File: config.mk
export PLATFORM = sky130hd
export DESIGN_NAME = group_update_sequencer
export DESIGN_NICKNAME = d
export VERILOG_FILES = /design/src/rtl/group_update_sequencer.sv
export SDC_FILE = /design/constraint.sdc
export NUM_CORES = 1
export LEC_CHECK = 0
export ABC_AREA = 0
export CORE_MARGIN = 2
export CORE_UTILIZATION = 57
export CTS_CLUSTER_SIZE = 30
export DETAILED_ROUTE_END_ITERATION = 16
export GPL_TIMING_DRIVEN = 0
export HOLD_SLACK_MARGIN = 0.03
export PLACE_DENSITY = 0.89
export SETUP_SLACK_MARGIN = 0.15
export SLEW_MARGIN = 20
export SYNTH_ARGS = -nofsm -noshare
export SYNTH_HDL_FRONTEND = slang
export SYNTH_SLANG_ARGS = --single-unit
File: constraint.sdc
create_clock -name clk -period 4.3 [get_ports clk]
set_clock_uncertainty 0.2 [all_clocks]
set_input_delay 0.86 -clock clk [delete_from_list [all_inputs] [get_ports clk]]
set_output_delay 0.86 -clock clk [all_outputs]
set_load 0.1 [all_outputs]
File: src/rtl/group_update_sequencer.sv
// Sequences the colour-group select for the grouped p-bit update-order LUT:
// holds each group for H cycles, runs N sweeps (or free-runs) and reports progress.
module group_update_sequencer #(
  parameter int unsigned NUM_GROUPS = 5,
  parameter int unsigned GROUP_W    = 3,
  parameter int unsigned HOLD_W     = 8,
  parameter int unsigned SWEEP_W    = 16
) (
  input  logic               clk,
  input  logic               rst_n,
  input  logic               start,
  input  logic               abort,
  input  logic [HOLD_W-1:0]  hold_cycles,
  input  logic [SWEEP_W-1:0] num_sweeps,
  output logic [GROUP_W-1:0] group_EN,
  output logic               group_valid,
  output logic               busy,
  output logic               sweep_done,
  output logic [SWEEP_W-1:0] sweep_count,
  output logic               done
);

  typedef enum logic [1:0] {IDLE, RUN, DONE} state_e;

  localparam logic [GROUP_W-1:0] LAST_GROUP = GROUP_W'(NUM_GROUPS - 1);

  state_e             state_q, state_d;
  logic [GROUP_W-1:0] group_q, group_d;
  logic [HOLD_W-1:0]  hold_q, hold_d;
  logic [HOLD_W-1:0]  h_q, h_d;
  logic [SWEEP_W-1:0] n_q, n_d;
  logic [SWEEP_W-1:0] cnt_q, cnt_d;
  logic               sweep_done_q, sweep_done_d;
  logic               valid_q, valid_d;
  logic               busy_q, busy_d;
  logic               done_q, done_d;
  logic               last_sweep;

  // Next-state logic; the registered sweep_done flags the last cycle of the final group.
  always_comb begin
    state_d    = state_q;
    group_d    = group_q;
    hold_d     = hold_q;
    h_d        = h_q;
    n_d        = n_q;
    cnt_d      = cnt_q;
    last_sweep = 1'b0;
    unique case (state_q)
      IDLE: begin
        if (start && !abort) begin
          state_d = RUN;
          h_d     = (hold_cycles == '0) ? HOLD_W'(1) : hold_cycles;
          n_d     = num_sweeps;
          cnt_d   = '0;
          group_d = '0;
          hold_d  = '0;
        end
      end
      RUN: begin
        if (sweep_done_q && (cnt_q != '1)) cnt_d = cnt_q + SWEEP_W'(1);
        if (hold_q == h_q - HOLD_W'(1)) begin
          hold_d  = '0;
          group_d = (group_q == LAST_GROUP) ? '0 : group_q + GROUP_W'(1);
        end else begin
          hold_d  = hold_q + HOLD_W'(1);
        end
        last_sweep = sweep_done_q && (n_q != '0) && (cnt_d == n_q);
        if (abort || last_sweep) begin
          state_d = DONE;
          group_d = '0;
          hold_d  = '0;
        end
      end
      DONE: state_d = IDLE;
      default: state_d = IDLE;
    endcase

    // Outputs are computed from next-state values so they appear in the same cycle as the state.
    sweep_done_d = (state_d == RUN) && (group_d == LAST_GROUP) &&
                   (hold_d == h_d - HOLD_W'(1));
    valid_d      = (state_d == RUN);
    busy_d       = (state_d == RUN);
    done_d       = (state_d == DONE);
  end

  always_ff @(posedge clk or negedge rst_n) begin
    if (!rst_n) begin
      state_q      <= IDLE;
      group_q      <= '0;
      hold_q       <= '0;
      h_q          <= HOLD_W'(1);
      n_q          <= '0;
      cnt_q        <= '0;
      sweep_done_q <= 1'b0;
      valid_q      <= 1'b0;
      busy_q       <= 1'b0;
      done_q       <= 1'b0;
    end else begin
      state_q      <= state_d;
      group_q      <= group_d;
      hold_q       <= hold_d;
      h_q          <= h_d;
      n_q          <= n_d;
      cnt_q        <= cnt_d;
      sweep_done_q <= sweep_done_d;
      valid_q      <= valid_d;
      busy_q       <= busy_d;
      done_q       <= done_d;
    end
  end

  assign group_EN    = group_q;
  assign group_valid = valid_q;
  assign busy        = busy_q;
  assign sweep_done  = sweep_done_q;
  assign sweep_count = cnt_q;
  assign done        = done_q;

endmodule

* After elaboration in Yosys (flattened, before gate mapping) *
Cells that the tools add are included.

cells by class
  add/sub/neg operators = 5
  muxes and demuxes = 19
  reductions and logical operators = 14
  equal/unequal tests = 10

operators by type and width
  operator                 count
  $mux W16                 3
  $mux W8                  6
  $pmux W16 S2             1
  $add A16 B1 Y16 const B  1
  $eq A16 B16 Y1           1
  $eq A8 B8 Y1             2
  $ne A16 B16 Y1 const B   1
  $pmux W8 S2              1
  $reduce_bool A16 Y1      1
  $sub A8 B1 Y8 const B    2
  $mux W3                  4
  $add A8 B1 Y8 const B    1
  $logic_not A8 Y1         1
  $eq A3 B3 Y1 const B     2
  $logic_and A1 B1 Y1      6
  $pmux W3 S2              1
  $eq A2 B1 Y1 const B     2
  $mux W2                  2
  $pmux W2 S2              1
  $reduce_and A2 Y1        2
  $add A3 B1 Y3 const B    1
  $eq A2 B2 Y1 const B     1
  $logic_not A2 Y1         1
  $ne A2 B2 Y1 const B     1
  other kinds (3)          3

word-level totals
  word-level logic and storage cells = 57
  input port bits = 28
  bits in registers = 56
  output and inout bits = 23

* Longest topological paths before layout *
  depth in word-level cells = 12
  mapped depth = 16

* Least setup slack after synthesis *
No wires, ideal clock.

  kind = input to register
  start point = input port abort
  end point = register sweep_done_q, in the netlist sweep_done
  arrival time = 4.106 ns
  stages = 14
  path slack = -0.074 ns
  setup time = 0.068 ns
  path through = or4b_1 -> buf_2 -> clkbuf_1 -> clkbuf_1 -> a21oi_1 -> ha_1 -> nor3b_1 -> xnor2_1 -> mux2i_1 -> or3_1 -> a2111o_1 -> a21o_1 -> a211oi_2 -> and4_1

on the way
  word-level cells in the longest chain between the ends = 7
  elaborated cells between the ends (all ways) = 20
  classes of those cells = 1 x add/sub; 3 x eq/ne; 11 x mux; 5 x reduce/logical

ends and longest elaborated chain
  item                                                        line    source
  start: declaration                                          12      input logic abort,
  $logic_not A1 Y1                                            50      if (start && !abort) begin
  $logic_and A1 B1 Y1                                         50
  $mux W8 (tied with other cells)                             50
  $mux W8 (tied with other cells)                             48      unique case (state_q)
  $sub A8 B1 Y8 (tied with other cells)                       80      (hold_d == h_d - HOLD_W'(1));
  $eq A8 B8 Y1 / $logic_and A1 B1 Y1 (equally long branches)  80, 79
  $logic_and A1 B1 Y1 *                                       79      sweep_done_d = (state_d == RUN) && (group_d == LAST_GROUP) &&
  net sweep_done_d                                            33      logic sweep_done_q, sweep_done_d;
  end signal: assignment                                      105     sweep_done_q <= sweep_done_d;
  end: declaration                                            33

The timed path passes the listed nets; every way through them passes the cells marked *.
A chain may end at the register's enable or synchronous reset.

* Worst setup path in the final report *
  start point = input port hold_cycles[3]
  end point = register sweep_done_q, in the netlist sweep_done

on the way
  word-level cells in the longest chain between the ends = 7

ends and longest elaborated chain
  item                   line  source
  start: declaration     13    input logic [HOLD_W-1:0] hold_cycles,
  $logic_not A8 Y1       52    h_d = (hold_cycles == '0) ? HOLD_W'(1) : hold_cycles;
  $mux W8 *              52
  $mux W8 *              50
  $mux W8 *              48
  $sub A8 B1 Y8 *        80
  $eq A8 B8 Y1 *         80
  $logic_and A1 B1 Y1 *  79
  net sweep_done_d       33

Marks and branches as above.

==> summary.txt <==
Route
  – Final ANT Viol Nets: 0
  – Avg Vias per Cell: 6.40
  – Detailed-route via count: 4427
  – DR iter-0 viols: roughly 480
  – # DRC: 0
  – Wire length per cell: 19.6 um
  – TritonRoute pass-1 iters: 5
  – DRT Wirelength: 13600 um

Synthesis
  – Ys flop type: dfrtp_1
  – Main combinational cell family by area after synthesis: simple AND/OR/NAND/NOR gates
  – Synthesized cell area: 4190 um2
  – EDFF count, synth: 0
  – Compound-Gate Fraction of Synth Area: about 20%
  – XOR/XNOR Fraction of Synth Area: 8.79%
  – Synth Area in Adders: 1.79%
  – Simple logic cell fraction of the synthesized area: 26.8%
  – Sequential-to-total area share from yosys stat: 33.5%
  – Mux contribution to synthesized area: 3.65%
  – Syn nets: around 550
  – Yosys warns: 0
  – Yosys cell types: 61
  – Syn Area/Cell: 8.05 um2
  – Synth Register Bits: 56
  – Cells after synthesis: 520
  – Post-synth ARST share: 100%

Global routing
  – Largest net degree at the start of global routing: 57
  – Vias in the first global route: 4054
  – Total GRT Usage: around 33%
  – Grt ovf: 0
  – First-pass GRT wire length: 20500 um
  – Initial antenna violation count: 0

Floorplanning
  – Chip height: around 90 um
  – Die area: 8040 um2
  – Die W: around 90 um
  – Initial Util: 58.3%
  – Row count: 31
  – Io pins: 51
  – Core Region: 7180 um2

Layout
  – Fraction of layout cells with a size suffix above 1: a little over a tenth
  – Layout area overhead: 23.8%
  – Inserted Diodes: 0
  – Finished Core Util: between 70 and 80%
  – Most frequent cells in the layout: nand2_1 (89), dfrtp_1 (55), clkdlybuf4s50_1 (44), xnor2_1 (28), inv_1 (27)
  – Layout Nets: 626
  – Most common cell after layout, fill and taps aside: nand2_1
  – Post-route cell area: 5180 um2

Pwr
  – Total power: ~1.7 mW
  – Sequential share of power: between 40% and 50%
  – Pwr dens: roughly 320 nW/um2
  – Share of power burned in the clock network: a little under a fifth
  – Int Power: ~1.0 mW
  – Comb power frac: 40.3%
  – Pleak: 2.13 nW
  – VDD IR max: 0.237 mV
  – Sw Share: 40.7%
  – Psw: just under 0.7 mW

Worst setup path
  – Crit path cell chain: clkdlybuf4s50_1, nor3_4, a31oi_1, nor2_1, a21oi_2, ha_4, nor3b_4, xnor2_2, mux2i_2, buf_4, o221a_2, o221ai_1, a211oi_2, nand3_1, a211oi_2, and4_1
  – Top delay family on crit path: compound AO/OA/AOI/OAI gates
  – Worst Path Buf+Inv: 2
  – Worst Path Class, Setup: in -> reg
  – Crit path max fanout: 4
  – Crit end category: flop
  – CP Launch Type: input port
  – Delay of the slowest critical-path stage: 0.62 ns
  – CP startpoint: hold_cycles[3]
  – Worst path slowest cell: clkdlybuf4s50_1
  – CP required: about 4.4 ns
  – RR Startpoint: sweep_count[11]$_DFFE_PN0P_
  – Most frequent CP cell: a211oi_2
  – Data arrival, critical path: 4.20 ns

STA
  – Unrepaired setup endpoints after global routing: true
  – Max Fclk: 0.242 GHz
  – Final worst-path cycle share: 96.3%
  – Final setup viols: 0
  – Slew HR: around 34%
  – Worst slew pin tran: 0.992 ns
  – Final Hold Fails: 0
  – Min Clock Period, post-route: 4.14 ns
  – Hold WS: 0.347 ns
  – Max-slew violations: 0

CTS
  – Clk root buf: clkbuf_8
  – Total CTS buffers: 5
  – CTS Hold Bufs: 0
  – Bufs on Longest Clock Path: 2
  – TritonCTS clock tree: done
  – Clock transition at path regs: ~0.12 ns
  – Clk sinks: 56
  – CTS H-tree lvls: 2
  – Clock Latency Late Sink: 0.32 ns

Place
  – Post-DP HPWL: about 9600 um
  – Number of port buffers: 50
  – Placed cell area: 4830 um2
  – Routability cong.: 1.05

Job
  – Max-cap violations: 0

Min path
  – Worst min path class: reg -> reg
  – Hold Path Origin: n_q[13]$_DFFE_PN0P_

Run status
  – Outcome: finished clean
[area by class of cell]
class                   instances  area, um2
plain buffers                  32        178
clock buffers                   5       68.8
clock inverters                 3       22.5
fillers                       572       1990
inverters                      27        101
multi-input cells             405       2670
flip-flops and latches         56       1400
well taps                      99        124
repair buffers                 65        614
[stage by stage]
stage | setup WS, ns | instances | TNS, ns
CTS | 0.155 | 682 | 0
detailed placement | -0.859 | 669 | -0.859
global route | 0.0992 | 692 | 0
global placement | -0.925 | 669 | -0.925
floorplan | 0.158 | 520 | 0
finish | 0.160 | 692 | 0
[path summary, 6_finish.rpt]
| check | slack [ns] | end | depth (start not counted) |
|---|---|---|---|
| worst max-delay path | 0.16 | sweep_done$_DFF_PN0_ | 16 |
| worst min-delay path | 0.35 | n_q[13]$_DFFE_PN0P_ | 2 |
| worst max register to register | 0.24 | group_EN[1]$_DFF_PN0_ | 10 |
| worst min register to register | 0.35 | n_q[13]$_DFFE_PN0P_ | 2 |
| max in group asynchronous | 3.01 | hold_q[2]$_DFF_PN0_ | 1 |
| min in group asynchronous | 0.38 | h_q[6]$_DFF_PN0_ | 1 |
[Yosys cell counts (2+ instances only)]
library cell / count / area, um2
and2_1: 4 / 25.0
o41ai_1: 3 / 26.3
nand4_1: 15 / 93.8
nand2b_1: 2 / 12.5
clkbuf_1: 30 / 113
or2_2: 3 / 18.8
a31o_2: 2 / 17.5
xnor2_1: 30 / 263
nor3_1: 12 / 60.1
nor4b_1: 2 / 17.5
a2111oi_0: 2 / 17.5
or3_1: 3 / 18.8
a221o_1: 2 / 20.0
nand3_1: 16 / 80.1
o31ai_1: 4 / 30.0
and3_1: 9 / 56.3
o2111ai_1: 6 / 52.6
a2111o_1: 2 / 22.5
nor3b_1: 4 / 30.0
o221ai_1: 3 / 26.3
and4_1: 10 / 87.6
o21a_1: 3 / 22.5
ha_1: 6 / 75.1
or4_1: 5 / 37.5
nor2b_1: 8 / 50.1
nor2_1: 26 / 97.6
o22ai_1: 5 / 31.3
nor4_1: 11 / 68.8
a21oi_1: 23 / 115
xor2_1: 12 / 105
a32o_1: 3 / 30.0
o211ai_1: 5 / 37.5
mux2i_1: 13 / 130
a31oi_1: 12 / 75.1
a211oi_1: 2 / 15.0
dfrtp_1: 55 / 1380
o21ai_0: 27 / 135
a21o_1: 2 / 15.0
mux2_2: 2 / 22.5
inv_1: 27 / 101
nand2_1: 89 / 334
[cells by family after synthesis]
logic type	Yosys count
AO/OA/AOI/OAI	120
flip-flops	56
buffers and inverters	59
XOR/XNOR	42
adder cells (fa/ha/maj)	6
AND/OR/NAND/NOR	222
multiplexers	15
[state kept, by name, summed over array words and instances (netlist names)]
| signal | cells |
|---|---|
| done | 1 |
| group_EN | 3 |
| sweep_count | 16 |
| n_q | 16 |
| h_q | 8 |
| state_q | 2 |
| hold_q | 8 |
| sweep_done | 1 |
| busy | 1 |
[power by group through the flow]
stage / logic, mW / registers (mW) / clock network (mW)
after global placement: 0.587 / 0.693 / 0
after detailed placement: 0.599 / 0.695 / 0
after floorplan: 0.423 / 0.679 / 0
after global routing: 0.734 / 0.699 / 0.331
final: 0.679 / 0.692 / 0.312
after CTS: 0.641 / 0.685 / 0.318
[worst min-delay path: stages, from the launching register on]
cell     delay (ns)
dfrtp_1        0.40
nand2_1        0.06
nand2_1        0.06
[routing by layer]
layer,up-vias,part of all wire (%),global-route usage [%]
met5,-,0,0
met1,2122,44,48.9
met3,27,9.4,6.86
met4,0,1.7,9.77
li1,2037,-,-
met2,241,44,50.0
[what timing repair did]
| item | CTS | global route |
|---|---|---|
| setup buffers | 5 | 10 |
| setup endpoints to repair | 4 | 11 |
| gates resized for setup | 21 | 24 |
| pin swaps | 6 | 10 |
Power figures use the tool's default switching activity.
